### src/rtl/riscv_pkg.sv
// Shared RISC-V core definitions: branch conditions, memory sizes, result select
// encoding and the EX/MEM pipeline entry layout.
package riscv_pkg;

  localparam int XLEN = 32;
  localparam int RD_W = 5;

  localparam logic [2:0] BEQ  = 3'b000;
  localparam logic [2:0] BNE  = 3'b001;
  localparam logic [2:0] BLT  = 3'b100;
  localparam logic [2:0] BGE  = 3'b101;
  localparam logic [2:0] BLTU = 3'b110;
  localparam logic [2:0] BGEU = 3'b111;

  localparam logic [1:0] MEM_B = 2'b00;
  localparam logic [1:0] MEM_H = 2'b01;
  localparam logic [1:0] MEM_W = 2'b10;

  localparam logic [1:0] RES_ALU = 2'b00;
  localparam logic [1:0] RES_MEM = 2'b01;
  localparam logic [1:0] RES_PC4 = 2'b10;

  typedef struct packed {
    logic [XLEN-1:0] alu_res;
    logic [XLEN-1:0] write_data;
    logic [RD_W-1:0] rd;
    logic            reg_write;
    logic            mem_write;
    logic            mem_read;
    logic [1:0]      result_src;
    logic [2:0]      funct3;
    logic            misalign;
  } ex_mem_entry_t;

  // Only memory accesses can be misaligned; byte accesses never are.
  function automatic logic mem_misaligned(input logic [1:0] size, input logic [1:0] addr_lo,
                                          input logic is_mem);
    logic mis;
    mis = 1'b0;
    if (is_mem) begin
      case (size)
        MEM_H:   mis = addr_lo[0];
        MEM_W:   mis = (addr_lo != 2'b00);
        default: mis = 1'b0;
      endcase
    end else begin
      mis = 1'b0;
    end
    return mis;
  endfunction

endpackage

### src/rtl/ex_mem_skid_stage_branch_cond.sv
// Combinational branch decision: maps ALU compare flags and funct3 to a taken bit.
module branch_cond
  import riscv_pkg::*;
(
  input  logic [2:0] i_funct3,
  input  logic       i_zero,
  input  logic       i_sign,
  input  logic       i_overflow,
  input  logic       i_LTU,
  output logic       o_taken
);

  // Signed less-than is sign XOR overflow of the subtraction.
  always_comb begin
    o_taken = 1'b0;
    case (i_funct3)
      BEQ:     o_taken = i_zero;
      BNE:     o_taken = ~i_zero;
      BLT:     o_taken = i_sign ^ i_overflow;
      BGE:     o_taken = ~(i_sign ^ i_overflow);
      BLTU:    o_taken = i_LTU;
      BGEU:    o_taken = ~i_LTU;
      default: o_taken = 1'b0;
    endcase
  end

endmodule

### src/rtl/ex_mem_skid_stage.sv
// EX/MEM boundary with a two-entry skid buffer and registered branch redirect.
// Optional feature macro: EX_MEM_MISALIGN_CHECK_EN (load/store misalignment flag).
module ex_mem_skid_stage
  import riscv_pkg::*;
#(
  parameter int Oprand_Width = 32,
  parameter int Rd_Width     = 5
) (
  input  logic                    i_clk,
  input  logic                    i_rst_n,
  input  logic                    i_valid_E,
  output logic                    o_ready_E,
  input  logic [Oprand_Width-1:0] i_ALU_Res_E,
  input  logic                    i_zero_E,
  input  logic                    i_sign_E,
  input  logic                    i_overflow_E,
  input  logic                    i_LTU_E,
  input  logic                    i_Branch_E,
  input  logic [2:0]              i_funct3_E,
  input  logic [Oprand_Width-1:0] i_PCTarget_E,
  input  logic [Oprand_Width-1:0] i_WriteData_E,
  input  logic [Rd_Width-1:0]     i_Rd_E,
  input  logic                    i_RegWrite_E,
  input  logic                    i_MemWrite_E,
  input  logic                    i_MemRead_E,
  input  logic [1:0]              i_ResultSrc_E,
  input  logic                    i_flush,
  output logic                    o_valid_M,
  input  logic                    i_ready_M,
  output logic [Oprand_Width-1:0] o_ALU_Res_M,
  output logic [Oprand_Width-1:0] o_WriteData_M,
  output logic [Rd_Width-1:0]     o_Rd_M,
  output logic                    o_RegWrite_M,
  output logic                    o_MemWrite_M,
  output logic                    o_MemRead_M,
  output logic [1:0]              o_ResultSrc_M,
  output logic [2:0]              o_funct3_M,
  output logic                    o_redirect,
  output logic [Oprand_Width-1:0] o_PCTarget,
  output logic                    o_misalign_M
);

  ex_mem_entry_t             r_out, r_skid, w_new;
  logic                      r_out_v, r_skid_v, r_ready_E;
  logic                      r_redirect;
  logic [Oprand_Width-1:0]   r_PCTarget;
  logic                      w_in, w_out, w_taken, w_misalign, w_redirect;

  assign w_in       = i_valid_E & r_ready_E;
  assign w_out      = r_out_v & i_ready_M;
  assign w_redirect = w_in & i_Branch_E & w_taken & ~i_flush;

  branch_cond u_branch_cond (
    .i_funct3   (i_funct3_E),
    .i_zero     (i_zero_E),
    .i_sign     (i_sign_E),
    .i_overflow (i_overflow_E),
    .i_LTU      (i_LTU_E),
    .o_taken    (w_taken)
  );

`ifdef EX_MEM_MISALIGN_CHECK_EN
  assign w_misalign = mem_misaligned(i_funct3_E[1:0], i_ALU_Res_E[1:0],
                                     i_MemRead_E | i_MemWrite_E);
`else
  assign w_misalign = 1'b0;
`endif

  // Assemble the incoming entry; a misaligned store never reaches memory.
  always_comb begin
    w_new            = '0;
    w_new.alu_res    = i_ALU_Res_E;
    w_new.write_data = i_WriteData_E;
    w_new.rd         = i_Rd_E;
    w_new.reg_write  = i_RegWrite_E;
    w_new.mem_write  = i_MemWrite_E & ~w_misalign;
    w_new.mem_read   = i_MemRead_E;
    w_new.result_src = i_ResultSrc_E;
    w_new.funct3     = i_funct3_E;
    w_new.misalign   = w_misalign;
  end

  // Skid-buffer occupancy, registered ready and redirect pulse.
  always_ff @(posedge i_clk or negedge i_rst_n) begin
    if (!i_rst_n) begin
      r_out      <= '0;
      r_skid     <= '0;
      r_out_v    <= 1'b0;
      r_skid_v   <= 1'b0;
      r_ready_E  <= 1'b1;
      r_redirect <= 1'b0;
      r_PCTarget <= '0;
    end else begin
      if (i_flush) begin
        r_out_v   <= 1'b0;
        r_skid_v  <= 1'b0;
        r_ready_E <= 1'b1;
      end else begin
        case ({r_out_v, r_skid_v})
          2'b00: begin
            if (w_in) begin
              r_out   <= w_new;
              r_out_v <= 1'b1;
            end
          end
          2'b10: begin
            if (w_in && w_out) begin
              r_out <= w_new;
            end else if (w_in) begin
              r_skid    <= w_new;
              r_skid_v  <= 1'b1;
              r_ready_E <= 1'b0;
            end else if (w_out) begin
              r_out_v <= 1'b0;
            end
          end
          2'b11: begin
            if (w_out) begin
              r_out     <= r_skid;
              r_skid_v  <= 1'b0;
              r_ready_E <= 1'b1;
            end
          end
          default: begin
            r_out_v   <= 1'b0;
            r_skid_v  <= 1'b0;
            r_ready_E <= 1'b1;
          end
        endcase
      end
      r_redirect <= w_redirect;
      if (w_redirect) begin
        r_PCTarget <= i_PCTarget_E;
      end
    end
  end

  assign o_ready_E     = r_ready_E;
  assign o_valid_M     = r_out_v;
  assign o_ALU_Res_M   = r_out.alu_res;
  assign o_WriteData_M = r_out.write_data;
  assign o_Rd_M        = r_out.rd;
  assign o_RegWrite_M  = r_out.reg_write;
  assign o_MemWrite_M  = r_out.mem_write;
  assign o_MemRead_M   = r_out.mem_read;
  assign o_ResultSrc_M = r_out.result_src;
  assign o_funct3_M    = r_out.funct3;
  assign o_misalign_M  = r_out.misalign;
  assign o_redirect    = r_redirect;
  assign o_PCTarget    = r_PCTarget;

endmodule

### config.mk
export PLATFORM = sky130hd
export DESIGN_NAME = ex_mem_skid_stage
export DESIGN_NICKNAME = d
export VERILOG_FILES = /design/src/rtl/riscv_pkg.sv /design/src/rtl/ex_mem_skid_stage_branch_cond.sv /design/src/rtl/ex_mem_skid_stage.sv
export SDC_FILE = /design/constraint.sdc
export NUM_CORES = 1
export LEC_CHECK = 0
export CORE_AREA = 2 2 138 140
export CTS_CLUSTER_DIAMETER = 100
export DETAILED_ROUTE_END_ITERATION = 8
export DIE_AREA = 0 0 140 142
export GPL_TIMING_DRIVEN = 0
export PLACE_DENSITY_LB_ADDON = 0.2
export SYNTH_ARGS = -nofsm -noshare
export SYNTH_HDL_FRONTEND = slang
export SYNTH_SLANG_ARGS = --single-unit
### constraint.sdc
create_clock -name i_clk -period 5.03 [get_ports i_clk]
set_input_delay 1.006 -clock i_clk [delete_from_list [all_inputs] [get_ports i_clk]]
set_output_delay 1.006 -clock i_clk [all_outputs]
set_load 0.02 [all_outputs]
==> reports/qor.yml, run 1 <==
yosys:
  ys_seq_elements: 190
  synth_flop_cell: "dfrtp_1"
  synth_area_per_cell_um2: 15.62
  async_flop_share: 1.000
  synth_compound_area_frac: 0.01281
  muxShareOfSynthArea: 0.3625
  synth_largest_area_cell: "dfrtp_1"
  synth_edf_count: 0
  synthTopCellsByArea: "dfrtp_1 (58%), mux2_2 (36%), clkbuf_1 (0.65%)"
  synth-xor-area-share: 0.004321
  yosysUniqueCellTypes: 25
  synth_adder_area_share: 0.004630
  syn_nets: 641
  synthSimpleGateAreaFrac: 0.006019
  syn-instance-count: 519
  synth.top_cell.area_share: 0.5833
  netlist_area_um2: 8108
  synth_top_family_by_area: "multiplexers"
  ys_seq_area_frac: 0.5866
  synth_warnings: 0
place:
  place_hpwl_um: 13350
  post-place-ws_ps: 1640
  portBuffers: 230
  gp_congestion: 0.7834
timing:
  fin_crit_sh: 0.5722
  fin_skew_ps: 10.39
  worstMarginPinSlew_ps: 692.4
  maxSlewHeadroom: 0.5384
  hold_viol_final: 0
  fin_setup_tns_ps: 0
  layout_setup_ws_ps: 2152
  fmax_ghz: 0.3475
  drv_slew: 0
  fin_crit_ps: 2878
  whs_ps: 484.7
  setup_viol: 0
  rsz0062_at_grt: "no"
worst_setup_path:
  critical_path.startpoint_type: "primary input"
  worstPathRequired_ps: 5340
  crit_fanout: 10
  worst-setup-path-type: "in2reg"
  worstPathCellList: "clkdlybuf4s50_1 > and2_1 > buf_2 > a41o_1 > o2111ai_1 > buf_2 > buf_4 > mux2_2"
  cp.arrival_ps: 3190
  crit_top_cell: "buf_2"
  cp_slowest_stage_delay_ps: 390
  end_kind: "flip-flop"
  crit_slowest_cell: "clkdlybuf4s50_1"
cells_and_area:
  fillers: 1421
  nets: 891
  drive_above_1_share: 0.3977
  n_antenna_cell: 0
  mostFrequentLayoutCells: "mux2_2 (259), clkdlybuf4s50_1 (229), dfrtp_1 (189), clkbuf_16 (17), clkbuf_1 (14)"
  synthToLayoutAreaGrowth_pct: 39.75
  final_common_cell: "mux2_2"
  fin_util: 0.6140
drt:
  ant_nets: 0
  routed_wl_um: 18300
  vias_per_cell: 5.015
  dr.pass1.iters: 8
  drt-wirelength-per-cell_um: 18.01
  drc: 18
  drtIter0Drc: 153
  vias: 5095
clock_tree:
  clk_pin_slew_ps: 70
  clock_sinks: 190
  cts_resized: 0
  cts_hold_buffers: 0
  tritoncts: "yes"
  cts_setup_buffers: 0
  cts_made_buffers: 17
  h-tree-depth: 4
  root_buffer: "clkbuf_16"
  insertion_delay_ps: 430
  cts.path.max_buffers: 2
die:
  die_height_um: 142
  num_io_pins: 232
  die_area_um2: 19880
  num_rows: 50
  coreArea_um2: 18460
  start_util: 0.4393
  dieWidth_um: 140
power:
  irDropWorstVdd_uv: 266.9
  p_leak_nw: 4.748
  pwr_density_cell_nw_per_um2: 580.6
  total_power_mw: 6.579
grt:
  antenna_found_initial: 1
  overflow: 0
  grt_usage: 0.1879
  grt_max_degree: 124
  grt_pass1_wl_um: 29200
  grt_pass1_vias: 5517
flow_run:
  drv_cap: 0
status:
  violations: "DRC"
  status: "complete, but fails checks"
min_path:
  hp-class: "reg2reg"
[kinds of logic after synthesis]
kind of cell,count (synthesis)
AOI/OAI and AO/OA,13
xor gates and xnor gates,4
adders and majority gates,3
buffers and inverters,36
DFF,190
muxes,261
other,1
and+or+nand+nor,11
[where the power goes]
group          total, mW  switching, mW  leakage (nW)  internal, mW
logic               2.61           1.14          2.18          1.48
clock network       1.35          0.641         0.287         0.712
registers           2.61          0.367          2.28          2.25
total               6.58           2.14          4.75          4.43
[worst max-delay path: cells and delay by family]
| kind | cells | cell delay, ps |
|---|---|---|
| buffers and inverters | 4 | 1190 |
| AND/OR/NAND/NOR | 1 | 150 |
| AO/OA/AOI/OAI | 2 | 480 |
| multiplexers | 1 | 360 |
[registers in the layout, indices dropped and copies added (netlist names)]
| name | cells |
|---|---|
| r_skid | 77 |
| o_redirect | 1 |
| o_RegWrite_M | 1 |
| o_PCTarget | 32 |
| o_MemRead_M | 1 |
| o_ResultSrc_M | 2 |
| o_funct3_M | 3 |
| o_WriteData_M | 32 |
| o_Rd_M | 5 |
| r_skid_v | 1 |
| o_MemWrite_M | 1 |
| o_ALU_Res_M | 32 |
| o_valid_M | 1 |
| o_ready_E | 1 |
[through the flow]
stage,area (um2),std cells
after floorplan,8108,519
after global placement,10700,983
after detailed placement,10740,984
after CTS,11330,1016
after global routing,11330,1016
final,11330,1016
[cell usage after synthesis, types with 2 or more instances]
library cell / number
a21oi_1: 3
buf_2: 9
buf_4: 4
buf_6: 3
clkbuf_1: 14
dfrtp_1: 189
ha_1: 3
inv_1: 6
mux2_1: 2
mux2_2: 259
nand2_1: 4
nor2_1: 4
o2111ai_1: 2
o21ai_0: 4
xor2_1: 3
[routing by layer]
metal / up-vias / global-route usage / part of all wire
li1: 2356 / - / -
met1: 2571 / 0.2280 / 0.41
met2: 150 / 0.3228 / 0.50
met3: 16 / 0.05989 / 0.072
met4: 2 / 0.05795 / 0.012
met5: - / 0 / 0.00060
[path summary, 6_finish.rpt]
kind,from,to,slack [ps],depth (start not counted)
worst min-delay path,r_skid[2]$_DFFE_PN0P_,r_skid[2]$_DFFE_PN0P_,480,2
max in group asynchronous,i_rst_n,o_WriteData_M[18]$_DFFE_PN0P_,3490,2
worst max-delay path,i_valid_E,o_WriteData_M[22]$_DFFE_PN0P_,2150,8
worst min register to register,r_skid[2]$_DFFE_PN0P_,r_skid[2]$_DFFE_PN0P_,480,2
min in group asynchronous,i_rst_n,r_skid[47]$_DFFE_PN0P_,520,1
worst max register to register,o_valid_M$_DFFE_PN0P_,o_WriteData_M[22]$_DFFE_PN0P_,2420,7
[cell type report]
class	count	area [um2]	area share
timing repair buffer	231	2335	0.2061
clock inverter	15	170.2	0.01502
tap	234	292.8	0.02584
inverter	6	22.52	0.001988
clock buffer	17	425.4	0.03754
buffer	30	161.4	0.01424
multi-input combinational	293	3168	0.2796
sequential	190	4756	0.4197
No activity file was read; power rests on OpenSTA's default activity.
==> run 2, diff against run 1 <==
- CORE_AREA: 2 2 138 140 -> 2 2 141 143
- DIE_AREA: 0 0 140 142 -> 0 0 143 145
- clock period: 5.03 -> 2.5 ns (I/O delays scaled with it)
==> run 2 against run 1 <==
  * The run now ends clean
  * Critical path depth stayed put
  * Final area grew 0.34%
  * Sequential power is 100% higher
  * Via count increased by 0.61%
  * Clock-buffer cell count is 2 higher
  * Combinational power up 100%
  * Utilization fell by 2.2 points
  * Wire length grew 0.56%
  * Global-route usage fell by 0.72 points
  * Flip-flop and latch count stayed put
  * Worst setup slack worse by 2000 ps
  * Clock skew is essentially flat
  * Critical endpoint is now o_ALU_Res_M[14]$_DFFE_PN0P_
==> reports/qor.yml, run 2 (synthesis gave the netlist of run 1 again) <==
status:
  status: "completed"
worst_setup_path:
  r2r_setup_slack_ps: 150
  cp_slowest_stage_delay_ps: 480
  end_kind: "flip-flop"
  rr_worst_depth: 8
  cp.arrival_ps: 2650
  crit_fanout: 10
  r2r_end: "o_ALU_Res_M[14]$_DFFE_PN0P_"
  worstPathCellList: "inv_1 > ha_1 > nor2_1 > a41o_1 > o2111ai_2 > clkbuf_4 > buf_4 > mux2_2"
  r2r-start: "o_valid_M$_DFFE_PN0P_"
  worst-setup-path-type: "reg2reg"
  critical_path.startpoint_type: "flip-flop"
  worstPathRequired_ps: 2800
  crit_slowest_cell: "dfrtp_1"
clock_tree:
  cts.path.max_buffers: 2
  insertion_delay_ps: 420
  root_buffer: "clkbuf_16"
  tritoncts: "yes"
  clk_pin_slew_ps: 70
  clock_sinks: 190
  cts_setup_buffers: 0
  cts_made_buffers: 17
  h-tree-depth: 4
grt:
  grt_usage: 0.1807
  antenna_found_initial: 0
  overflow: 0
  met3_usage: 0.05314
  grtUsageMet1: 0.2217
  grt_pass1_wl_um: 29550
  grt_max_degree: 119
  grt_pass1_vias: 5668
  met2_usage: 0.3029
  grt.busiest_layer: "met2"
flow_run:
  drv_cap: 0
drt:
  vias: 5126
  dr.pass1.iters: 4
  drt-wirelength-per-cell_um: 17.59
  ant_nets: 0
  routed_wl_um: 18400
  drc: 0
  drtIter0Drc: 129
  vias_per_cell: 4.901
cells_and_area:
  mostFrequentLayoutCells: "mux2_2 (259), clkdlybuf4s50_1 (229), dfrtp_1 (189), clkbuf_16 (17), clkbuf_1 (15)"
  largest_reg_flops: 77
  final_common_cell: "mux2_2"
  nets: 890
  synthToLayoutAreaGrowth_pct: 40.23
  top_register: "r_skid"
  drive_above_1_share: 0.3982
  n_antenna_cell: 0
  stdcell_area_um2: 11370
  fin_util: 0.5919
  fillers: 1514
die:
  die_area_um2: 20740
  num_io_pins: 232
  start_util: 0.4221
  num_rows: 51
  die_height_um: 145
  coreArea_um2: 19210
  dieWidth_um: 143
timing:
  fmax_ghz: 0.4260
  layout_setup_ws_ps: 152.5
  maxSlewHeadroom: 0.5637
  fin_crit_ps: 2347
  worstMarginPinSlew_ps: 654.4
  fin_skew_ps: 10.55
  rsz0062_at_grt: "no"
  hold_viol_final: 0
  drv_slew: 0
  fin_crit_sh: 0.9390
  setup_viol: 0
place:
  placed_area_um2: 10770
  post-place-ws_ps: -509.1
  gp_congestion: 0.7545
  place_hpwl_um: 13340
  portBuffers: 230
power:
  p_leak_nw: 4.735
  irDropWorstVdd_uv: 550.9
  pwr_density_cell_nw_per_um2: 1163
min_path:
  hp-class: "in2async"
==> run 2: cell type report <==
cell class	instances	area, um2	share of cell area
Tap cell	265	331.6	0.02916
Multi-Input combinational cell	293	3177	0.2794
Clock inverter	13	155.1	0.01365
Timing Repair Buffer	231	2335	0.2053
Sequential cell	190	4756	0.4183
Clock buffer	19	432.9	0.03808
Buffer	29	160.2	0.01409
Inverter	6	22.52	0.001981
==> run 2: routing by layer <==
metal | share of wire | vias to the layer above
met5 | 0 | -
met4 | 0.019 | 0
met3 | 0.067 | 21
met2 | 0.49 | 173
met1 | 0.43 | 2579
li1 | - | 2353
==> run 2: through the flow <==
| stage | TNS [ps] | instances | hold WS [ps] | total power, mW |
|---|---|---|---|---|
| 6_report | 0 | 1046 | 39.63 | 13.23 |
| 3_3_place_gp | -1315690 | 1014 | 463.4 | 10.41 |
| 5_1_grt | 0 | 1046 | 71.14 | 13.98 |
| 3_5_place_dp | -44060 | 1015 | 474.7 | 10.63 |
| 2_1_floorplan | 0 | 519 | 204.4 | 8.071 |
| 4_1_cts | 0 | 1046 | 45.12 | 13.41 |
==> run 2: how the worst max path moves through the flow <==
stage	start	to	depth (start not counted)
after floorplan	o_valid_M$_DFFE_PN0P_	o_ALU_Res_M[0]$_DFFE_PN0P_	8
after global placement	i_rst_n	r_skid[74]$_DFFE_PN0P_	1
after detailed placement	i_valid_E	o_WriteData_M[25]$_DFFE_PN0P_	7
after CTS	o_valid_M$_DFFE_PN0P_	o_WriteData_M[25]$_DFFE_PN0P_	8
after global routing	o_valid_M$_DFFE_PN0P_	o_WriteData_M[22]$_DFFE_PN0P_	8
final	o_valid_M$_DFFE_PN0P_	o_ALU_Res_M[14]$_DFFE_PN0P_	8
==> run 2: power breakdown <==
part	total (mW)	internal [mW]	switching [mW]	leakage, nW
clock network	2.72	1.50	1.22	0.276
registers	5.23	4.52	0.702	2.28
logic	5.28	2.97	2.31	2.18
==> run 2: what timing repair did <==
action	4_1_cts	5_1_grt
hold buffers	0	0
endpoints found under the setup margin	77	30
hold endpoints to repair	0	0
pin swaps	0	0
resized for setup	2	1
==> run 2: critical path: cells and delay by family (launching register included) <==
family / cells / cell delay [ps]
compound gates: 2 / 400
fa+ha+maj: 1 / 290
buf+inv: 3 / 660
flops: 1 / 480
mux: 1 / 350
simple gates: 1 / 50
==> run 3, diff against run 2 <==
- CAP_MARGIN: not set -> 15
==> results of run 3 <==
Same layout as run 2: the final DEF is identical, and so are final timing and power.
